`config.mk`:
```
export PLATFORM = sky130hd
export DESIGN_NAME = fir_cfg_ctl_mc
export DESIGN_NICKNAME = d
export VERILOG_FILES = /design/src/rtl/fir_cfg_ctl_mc.sv
export SDC_FILE = /design/constraint.sdc
export NUM_CORES = 1
export LEC_CHECK = 0
export ABC_AREA = 1
export CORE_ASPECT_RATIO = 0.6
export CORE_MARGIN = 5
export CORE_UTILIZATION = 54
export DETAILED_ROUTE_END_ITERATION = 8
export GPL_TIMING_DRIVEN = 0
export PLACE_DENSITY = 0.85
export SYNTH_ARGS = -nofsm -noshare
export SYNTH_HDL_FRONTEND = slang
export SYNTH_SLANG_ARGS = --single-unit
```
`constraint.sdc`:
```
create_clock -name CLK -period 4.4 [get_ports CLK]
set_input_delay 0.88 -clock CLK [delete_from_list [all_inputs] [get_ports CLK]]
set_output_delay 0.88 -clock CLK [all_outputs]
set_load 0.005 [all_outputs]
```
`src/rtl/fir_cfg_ctl_mc.sv`:
```
// fir_cfg_ctl_mc: routes one config stream per session to a selected FIR channel.
// Optional trailing checksum word is built when FIR_CFG_CHECKSUM_EN is defined.
module fir_cfg_ctl_mc #(
  parameter int DATA_W    = 16,
  parameter int MAX_ORDER = 256,
  parameter int NUM_CH    = 4,
  parameter int CH_W      = 2,
  parameter int IDX_W     = 10,
  parameter int TIMEOUT   = 1023
) (
  input  logic              CLK,
  input  logic              nRST,
  input  logic              isConfig,
  input  logic [CH_W-1:0]   Ch_Sel,
  input  logic [IDX_W-1:0]  Order_In,
  input  logic              Data_Valid_In,
  input  logic [DATA_W-1:0] Data_Config_In,
  output logic              isConfigACK,
  output logic              isConfigDone,
  output logic              Cfg_Err,
  output logic [CH_W-1:0]   Cfg_Ch,
  output logic [NUM_CH-1:0] isConfigFIR_Out,
  output logic              Fir_Valid,
  output logic              Fir_Sym,
  output logic [DATA_W-1:0] Data_ConfigFIR_Out,
  output logic [NUM_CH-1:0] isConfigOUTSC_Out,
  output logic [DATA_W-1:0] Data_ConfigOUTSC_Out
);

  localparam int TmrW = $clog2(TIMEOUT + 1);
  localparam logic [IDX_W-1:0] MaxOrd = IDX_W'(MAX_ORDER);
  localparam logic [CH_W:0] NumCh = (CH_W + 1)'(NUM_CH);
  localparam logic [TmrW-1:0] TmrMax = TmrW'(TIMEOUT);

  typedef enum logic [2:0] {
    Idle,
    Coef,
    Scale,
    Sym,
`ifdef FIR_CFG_CHECKSUM_EN
    Csum,
`endif
    Done
  } state_t;

  state_t state, stateD;

  logic [IDX_W-1:0]  cnt, cntD;
  logic [IDX_W-1:0]  order, orderD;
  logic [TmrW-1:0]   timer, timerD, tmrInc;
  logic              ackQ, ackD;
  logic              doneQ, doneD;
  logic              errQ, errD;
  logic [CH_W-1:0]   chQ, chD;
  logic [NUM_CH-1:0] firStbQ, firStbD;
  logic              firVldQ, firVldD;
  logic              firSymQ, firSymD;
  logic [DATA_W-1:0] firDatQ, firDatD;
  logic [NUM_CH-1:0] scStbQ, scStbD;
  logic [DATA_W-1:0] scDatQ, scDatD;
`ifdef FIR_CFG_CHECKSUM_EN
  logic [DATA_W-1:0] sum, sumD;
`endif

  logic              badReq, busy;
  logic [NUM_CH-1:0] reqHot, selHot;

  assign reqHot = NUM_CH'(1) << Ch_Sel;
  assign selHot = NUM_CH'(1) << chQ;
  assign badReq = (Order_In > MaxOrd) | ({1'b0, Ch_Sel} >= NumCh);
  assign busy   = (state != Idle) && (state != Done);
  assign tmrInc = timer + TmrW'(1);

  always_ff @(posedge CLK or negedge nRST) begin
    if (!nRST) begin
      state   <= Idle;
      cnt     <= '0;
      order   <= '0;
      timer   <= '0;
      ackQ    <= 1'b0;
      doneQ   <= 1'b0;
      errQ    <= 1'b0;
      chQ     <= '0;
      firStbQ <= '0;
      firVldQ <= 1'b0;
      firSymQ <= 1'b0;
      firDatQ <= '0;
      scStbQ  <= '0;
      scDatQ  <= '0;
`ifdef FIR_CFG_CHECKSUM_EN
      sum     <= '0;
`endif
    end else begin
      state   <= stateD;
      cnt     <= cntD;
      order   <= orderD;
      timer   <= timerD;
      ackQ    <= ackD;
      doneQ   <= doneD;
      errQ    <= errD;
      chQ     <= chD;
      firStbQ <= firStbD;
      firVldQ <= firVldD;
      firSymQ <= firSymD;
      firDatQ <= firDatD;
      scStbQ  <= scStbD;
      scDatQ  <= scDatD;
`ifdef FIR_CFG_CHECKSUM_EN
      sum     <= sumD;
`endif
    end
  end

  always_comb begin
    stateD  = state;
    cntD    = cnt;
    orderD  = order;
    timerD  = timer;
    ackD    = ackQ;
    doneD   = 1'b0;
    errD    = 1'b0;
    chD     = chQ;
    firStbD = '0;
    firVldD = 1'b0;
    firSymD = 1'b0;
    firDatD = firDatQ;
    scStbD  = '0;
    scDatD  = scDatQ;
`ifdef FIR_CFG_CHECKSUM_EN
    sumD    = sum;
`endif
    unique case (state)
      Idle: begin
        if (isConfig) begin
          if (badReq) begin
            errD = 1'b1;
          end else begin
            chD     = Ch_Sel;
            orderD  = Order_In;
            ackD    = 1'b1;
            firStbD = reqHot;
            cntD    = '0;
            timerD  = '0;
            stateD  = Coef;
`ifdef FIR_CFG_CHECKSUM_EN
            sumD    = '0;
`endif
          end
        end
      end
      Coef: begin
        if (Data_Valid_In) begin
          firDatD = Data_Config_In;
          firVldD = 1'b1;
          cntD    = cnt + IDX_W'(1);
          if (cnt == order) stateD = Scale;
        end
      end
      Scale: begin
        if (Data_Valid_In) begin
          scDatD = Data_Config_In;
          scStbD = selHot;
          stateD = Sym;
        end
      end
      Sym: begin
        if (Data_Valid_In) begin
          firDatD = Data_Config_In;
          firVldD = 1'b1;
          firSymD = 1'b1;
`ifdef FIR_CFG_CHECKSUM_EN
          stateD  = Csum;
`else
          stateD  = Done;
          doneD   = 1'b1;
          ackD    = 1'b0;
`endif
        end
      end
`ifdef FIR_CFG_CHECKSUM_EN
      Csum: begin
        if (Data_Valid_In) begin
          ackD = 1'b0;
          if (Data_Config_In == sum) begin
            doneD  = 1'b1;
            stateD = Done;
          end else begin
            errD   = 1'b1;
            stateD = Idle;
          end
        end
      end
`endif
      Done: stateD = Idle;
      default: stateD = Idle;
    endcase
`ifdef FIR_CFG_CHECKSUM_EN
    // the checksum word itself is not part of the sum
    if (busy && Data_Valid_In && state != Csum)
      sumD = sum + Data_Config_In;
`endif
    if (busy) begin
      if (Data_Valid_In) begin
        timerD = '0;
      end else begin
        timerD = tmrInc;
        if (tmrInc == TmrMax) begin
          errD   = 1'b1;
          ackD   = 1'b0;
          stateD = Idle;
        end
      end
    end
  end

  assign isConfigACK          = ackQ;
  assign isConfigDone         = doneQ;
  assign Cfg_Err              = errQ;
  assign Cfg_Ch               = chQ;
  assign isConfigFIR_Out      = firStbQ;
  assign Fir_Valid            = firVldQ;
  assign Fir_Sym              = firSymQ;
  assign Data_ConfigFIR_Out   = firDatQ;
  assign isConfigOUTSC_Out    = scStbQ;
  assign Data_ConfigOUTSC_Out = scDatQ;

endmodule

```
==> run_results.csv, run 1 <==
group,metric,value,unit
synth,syn_area,0.00353,sq mm
routing,drc,0,
setup_path,crit_required,4.69,ns
routing,drtIter0Drc,268,
outcome,status,"finished clean",
job,maxCapViolCount,0,
grt,grt_max_degree,68,
grt,grt_pass1_wl,15200,um
finish,fin_nets,534,
synth,synthCells,409,
setup_path,arrival,2.66,ns
floorplan,die_width,114,um
timing,fin_worst_skew,0.00926,ns
floorplan,die_h,72.6,um
timing,drv_slew,0,
grt,grt_pass1_vias,3142,
min_path,hp-class,"input port to asynchronous set/reset pin",
timing,fin_crit_sh,0.538,
finish,post-route-cell-area,0.00463,sq mm
finish,antenna_cells,0,
grt,track_usage,0.237,
routing,avgRoutedWirePerCell,15.8,um
synth,synth_edf_count,0,
power_and_ir_drop,power_density,522,mW/mm^2
clock_network,cts.sink_count,79,
placed_design,gp_congestion,0.942,
clock_network,htreeDepth,3,
clock_network,cts_root_buffer,"clkbuf_8",
setup_path,crit_chain,"clkdlybuf4s50_1, nor2_1, nand2_1, o21ai_0, nand3_2, inv_1, buf_4, nand2_1, nand2_1",
setup_path,cp_max_fo,10,
grt,gr-total-overflow,0,
finish,final_cells,587,
placed_design,hpwlAfterDp,7020,um
routing,antenna_left,0,
power_and_ir_drop,ir_drop,0.000310,V
setup_path,critPathTopFamily,"buffers and inverters",
finish,layout-drive-gt1-share,0.0676,
routing,firstDrtPassIters,7,
clock_network,path_clk_slew,0.08,ns
synth,yosysSeqAreaShare,0.561,
power_and_ir_drop,p_leak,2.19,nW
synth,ys_async_sr_fraction,1.00,
clock_network,cts_made_buffers,9,
clock_network,cts_tree,"done",
finish,final_common_cell,"nand2_1",
synth,synth_cell_types,25,
setup_path,crit_top_cell,"nand2_1",
floorplan,fp.dieArea,0.00830,sq mm
floorplan,row_count,22,
placed_design,dpl_cell_area,0.00444,sq mm
setup_path,cp_slowest_stage_delay,0.45,ns
clock_network,cts_hold_buf,0,
timing,rsz0062_at_grt,"false",
routing,dr_total_vias,3115,
synth,syn_area_per_cell,8.62,sq um
clock_network,cts_buffer_depth,2,
clock_network,cts_setup_buffers,0,
routing,finalWirelength,9300,um
finish,area_delta_synth_final,31.4,%
finish,layout_common_cells,"112 x nand2_1, 79 x dfrtp_1, 77 x clkdlybuf4s50_1",
synth,syn-num-nets,444,
floorplan,start_util,0.567,
setup_path,path_class,"input port to flip-flop",
setup_path,slowest_stage,"clkdlybuf4s50_1",
grt,antenna_found_initial,0,
timing,relSlewSlack,0.667,
setup_path,reg2reg_slack,2.60,ns
placed_design,dp_cells,572,
floorplan,io_pins,79,
timing,fin_crit,2.37,ns
floorplan,fp.coreArea,0.00622,sq mm
setup_path,cp-end-kind,"flip-flop",
routing,via_per_inst,5.31,
timing,setup_violations,0,
setup_path,startpoint_type,"input port",
placed_design,io_buffer_count,78,
synth,ys.flop_type,"dfrtp_1",
synth,yosys_register_bits,79,
clock_network,cts_resized,0,
setup_path,critPathBufInv,3,
timing,max_freq,0.422,GHz
timing,worst_pin_slew,0.500,ns
clock_network,clk_latency,0.36,ns
timing,hold_viol,0,
timing,tns,0,ns
synth,ys_warn_count,0,
-- per-layer routing --
layer | up-vias | track usage | routed length, um
met3 | 27 | 0.0804 | 843
met2 | 127 | 0.355 | 4140
li1 | 1470 | - | -
met4 | 0 | 0.0804 | 187
met5 | - | 0 | 0
met1 | 1491 | 0.325 | 4130
-- per-stage QoR --
stage               hold slack [ns]  total power, mW  setup slack (ns)  utilization
floorplan                     0.469             1.46              2.51            -
global placement              0.468             1.83            -0.212        0.709
detailed placement            0.472             1.88              1.73        0.713
CTS                           0.350             2.42              2.10        0.745
global route                  0.360             2.56              1.92        0.745
finish                        0.357             2.42              2.03        0.745
-- worst register-to-register path, stage by stage, from the launching register on --
cell and delay [ns]:
dfrtp_1 0.43, ha_1 0.27, nand2_1 0.07, inv_1 0.04, nor2_1 0.08, nand2_1 0.07, nor2_1 0.12, nand3_1 0.08
nor2_1 0.12, nand4_1 0.21, nand2_1 0.16, nor2_1 0.05
-- Yosys cell counts (3+ instances only) --
master,n,share of area
a21oi_1,5,0.0071
buf_6,3,0.0096
clkbuf_1,6,0.0064
dfrtp_1,79,0.56
ha_1,3,0.011
inv_1,52,0.055
nand2_1,112,0.12
nand2_2,4,0.0071
nand3_1,15,0.021
nand3b_1,3,0.0064
nand4_1,8,0.014
nor2_1,33,0.035
nor3_1,9,0.013
o21ai_0,48,0.068
o22ai_1,6,0.011
xnor2_1,9,0.022
xor2_1,3,0.0075
-- sequential cells by signal, summed over array words and instances, names as in the netlist --
register	count
order	10
isConfigFIR_Out	4
Cfg_Err	1
Cfg_Ch	2
Data_ConfigOUTSC_Out	16
Data_ConfigFIR_Out	16
isConfigACK	1
timer	10
cnt	10
state	3
Fir_Sym	1
Fir_Valid	1
isConfigOUTSC_Out	4
-- report_power, final --
part / total (mW) / internal, mW / switching [mW]
logic: 0.777 / 0.391 / 0.386
clock network: 0.541 / 0.274 / 0.267
registers: 1.10 / 0.919 / 0.180
total: 2.42 / 1.58 / 0.833
-- layout make-up --
class / instances / area (sq um)
flip-flops and latches: 79 / 1980
repair buffers: 79 / 806
multi-input cells: 266 / 1280
inverters: 53 / 199
plain buffers: 11 / 71.3
fillers: 471 / 1590
well taps: 84 / 105
clock inverters: 5 / 58.8
clock buffers: 10 / 138
-- logic make-up (layout without fill, tap and decap cells) --
kind of cell             after synthesis  in the layout  synth area share
flip-flops                            79             79             0.561
buffers and inverters                 64            158            0.0766
adder cells (fa/ha/maj)                3              3            0.0106
XOR/XNOR                              12             12            0.0298
AO/OA/AOI/OAI                         60             60            0.0877
AND/OR/NAND/NOR                      191            191             0.235
-- final timing paths --
check	startpoint	end	cells after the start
setup / recovery	Order_In[6]	order[7]$_DFFE_PN0P_	9
hold / removal	nRST	Data_ConfigFIR_Out[10]$_DFFE_PN0P_	1
setup reg to reg	timer[0]$_DFFE_PN0P_	state[0]$_DFF_PN0_	11
hold reg to reg	Data_ConfigFIR_Out[6]$_DFFE_PN0P_	Data_ConfigFIR_Out[6]$_DFFE_PN0P_	2
max in group asynchronous	nRST	Cfg_Err$_DFF_PN0_	2
min in group CLK	Data_ConfigFIR_Out[6]$_DFFE_PN0P_	Data_ConfigFIR_Out[6]$_DFFE_PN0P_	2
Power figures use the tool's default switching activity.
==> inputs of run 2 (changes only) <==
--- a/config.mk
+++ b/config.mk
@@ -8,10 +8,10 @@
 export ABC_AREA = 1
 export CORE_ASPECT_RATIO = 0.6
 export CORE_MARGIN = 5
-export CORE_UTILIZATION = 54
+export CORE_UTILIZATION = 50
 export DETAILED_ROUTE_END_ITERATION = 8
 export GPL_TIMING_DRIVEN = 0
-export PLACE_DENSITY = 0.85
+export PLACE_DENSITY = 0.79
 export SYNTH_ARGS = -nofsm -noshare
 export SYNTH_HDL_FRONTEND = slang
 export SYNTH_SLANG_ARGS = --single-unit
==> constraint.sdc (replaced) <==
create_clock -name CLK -period 2.45 [get_ports CLK]
set_input_delay 0.49 -clock CLK [delete_from_list [all_inputs] [get_ports CLK]]
set_output_delay 0.49 -clock CLK [all_outputs]
set_load 0.005 [all_outputs]
==> run 2 against run 1 <==
Via count is 0.39% lower; non-clock buffer count is 1 higher; worst setup slack worse by 1.6 ns; sequential share of layout area is 1.3 points lower; clock power grew to 2.7 times the previous value; hold slack better by 0.14 ns; critical path depth is 1 lower; sequential cell count stayed put; critical path type unchanged; largest power group unchanged; highest routed layer unchanged.
==> run_results.csv, run 2 (synthesis results as in run 1) <==
group,metric,value,unit
clock_network,cts_made_buffers,9,
setup_path,arrival,2.25,ns
setup_path,path_class,"input port to flip-flop",
clock_network,cts_setup_buffers,0,
grt,grt_pass1_vias,3152,
timing,hold_viol,0,
setup_path,cp_max_fo,10,
setup_path,r2r-start,"timer[0]$_DFFE_PN0P_",
timing,fin_worst_skew,0.00437,ns
min_path,hp-class,"flip-flop to flip-flop",
clock_network,path_clk_slew,0.06,ns
finish,area_delta_synth_final,35.6,%
routing,dr_total_vias,3103,
timing,relSlewSlack,0.662,
timing,setup_violations,0,
setup_path,reg2reg_slack,0.62,ns
power_and_ir_drop,power_frac_comb,0.288,
floorplan,die_width,118,um
clock_network,htreeDepth,3,
setup_path,crit_required,2.66,ns
grt,gr-total-overflow,0,
placed_design,dpl_cell_area,0.00444,sq mm
power_and_ir_drop,swShare,0.321,
grt,grt_pass1_wl,15500,um
routing,drc,0,
routing,drtIter0Drc,290,
timing,fin_crit,2.04,ns
job,maxCapViolCount,0,
timing,max_freq,0.490,GHz
power_and_ir_drop,p_clk_frac,0.303,
clock_network,cts_tree,"done",
setup_path,slowest_stage,"clkdlybuf4s50_1",
power_and_ir_drop,p_leak,2.26,nW
finish,final_common_cell,"nand2_1",
power_and_ir_drop,seq_power_share,0.410,
setup_path,startpoint,"Order_In[4]",
timing,worst_pin_slew,0.507,ns
setup_path,crit_chain,"clkdlybuf4s50_1, nor2_1, nand2_1, o21ai_0, nand3_2, buf_6, nand2_2, o21ai_0",
clock_network,cts_root_buffer,"clkbuf_16",
finish,final_cells,592,
placed_design,gp_congestion,0.895,
min_path,whs_endpoint,"Data_ConfigOUTSC_Out[0]$_DFFE_PN0P_",
timing,rsz0062_at_grt,"false",
timing,holdWs,0.493,ns
power_and_ir_drop,p_int,3.26,mW
routing,finalWirelength,9070,um
finish,fin_nets,535,
routing,via_per_inst,5.24,
outcome,status,"finished clean",
finish,antenna_cells,0,
setup_path,worstReg2RegEnd,"state[0]$_DFF_PN0_",
placed_design,hpwlAfterDp,6650,um
floorplan,io_pins,79,
placed_design,dp_cells,575,
setup_path,startpoint_type,"input port",
power_and_ir_drop,p_sw,1.54,mW
timing,drv_slew,0,
timing,fin_crit_sh,0.832,
power_and_ir_drop,ir_drop,0.000760,V
grt,antenna_found_initial,0,
floorplan,die_h,75.0,um
grt,track_usage,0.224,
setup_path,crit_top_cell,"o21ai_0",
floorplan,fp.coreArea,0.00676,sq mm
clock_network,clk_latency,0.34,ns
routing,antenna_left,0,
floorplan,start_util,0.521,
finish,fillCellCount,489,
clock_network,cts.sink_count,79,
setup_path,cp_slowest_stage_delay,0.42,ns
min_path,hold_start,"Data_ConfigOUTSC_Out[0]$_DFFE_PN0P_",
finish,post-route-cell-area,0.00478,sq mm
routing,avgRoutedWirePerCell,15.3,um
clock_network,cts_buffer_depth,2,
power_and_ir_drop,power_density,1000,mW/mm^2
routing,firstDrtPassIters,5,
finish,layout_common_cells,"112 x nand2_1, 79 x dfrtp_1, 77 x clkdlybuf4s50_1",
floorplan,row_count,23,
setup_path,r2r_cells,11,
grt,grt_max_degree,68,
floorplan,fp.dieArea,0.00889,sq mm
min_path,holdPathStages,2,
setup_path,cp-end-kind,"flip-flop",
placed_design,io_buffer_count,78,
finish,layout-drive-gt1-share,0.0693,
## run 2: cell type report
cell class	count	area [sq um]	area share
buffer	11	71.3	0.0149
tap	87	109	0.0228
multi-input combinational	266	1280	0.268
sequential	79	1980	0.414
timing repair buffer	80	816	0.171
clock buffer	9	225	0.0471
clock inverter	7	104	0.0217
inverter	53	199	0.0416
## run 2: worst max-delay path, delay by kind of cell
kind / cells / cell delay (ns)
compound gates: 2 / 0.51
simple gates: 4 / 0.61
buf+inv: 2 / 0.64
## run 2: what timing repair did
item,in CTS,in global routing
resized for setup,0,0
hold buffers,1,0
hold endpoints to repair,12,0
## run 2: routing by layer
layer / share of wire / wire length (um) / vias to the layer above / global-route usage
met4: 0.014 / 126 / 0 / 0.0780
li1: - / - / 1484 / -
met1: 0.46 / 4180 / 1499 / 0.300
met5: 0 / 0 / - / 0
met2: 0.45 / 4130 / 108 / 0.358
met3: 0.070 / 634 / 12 / 0.0668
## run 2: per-stage QoR
stage | total power [mW] | utilization | setup TNS, ns | setup slack [ns]
6_report | 4.80 | 0.707 | 0 | 0.411
5_1_grt | 5.12 | 0.707 | 0 | 0.309
4_1_cts | 4.85 | 0.707 | 0 | 0.477
3_5_place_dp | 3.35 | 0.657 | 0 | 0.128
3_3_place_gp | 3.29 | 0.653 | -145.43 | -1.85
2_1_floorplan | 2.62 | - | 0 | 0.949
## run 2: how the worst max path moves through the flow
stage,end,slack [ns],depth (start not counted)
CTS,timer[0]$_DFFE_PN0P_,0.48,8
detailed placement,timer[0]$_DFFE_PN0P_,0.13,8
finish,timer[0]$_DFFE_PN0P_,0.41,8
global route,cnt[6]$_DFFE_PN0P_,0.31,9
floorplan,order[0]$_DFFE_PN0P_,0.95,8
global placement,Cfg_Err$_DFF_PN0_,-1.85,1
## run 2: power groups by stage
stage	Clock (mW)	Sequential, mW	Combinational [mW]
finish	1.45	1.97	1.38
global route	1.56	2.02	1.55
CTS	1.49	1.96	1.40
detailed placement	0	1.97	1.38
global placement	0	1.96	1.33
floorplan	0	1.92	0.697
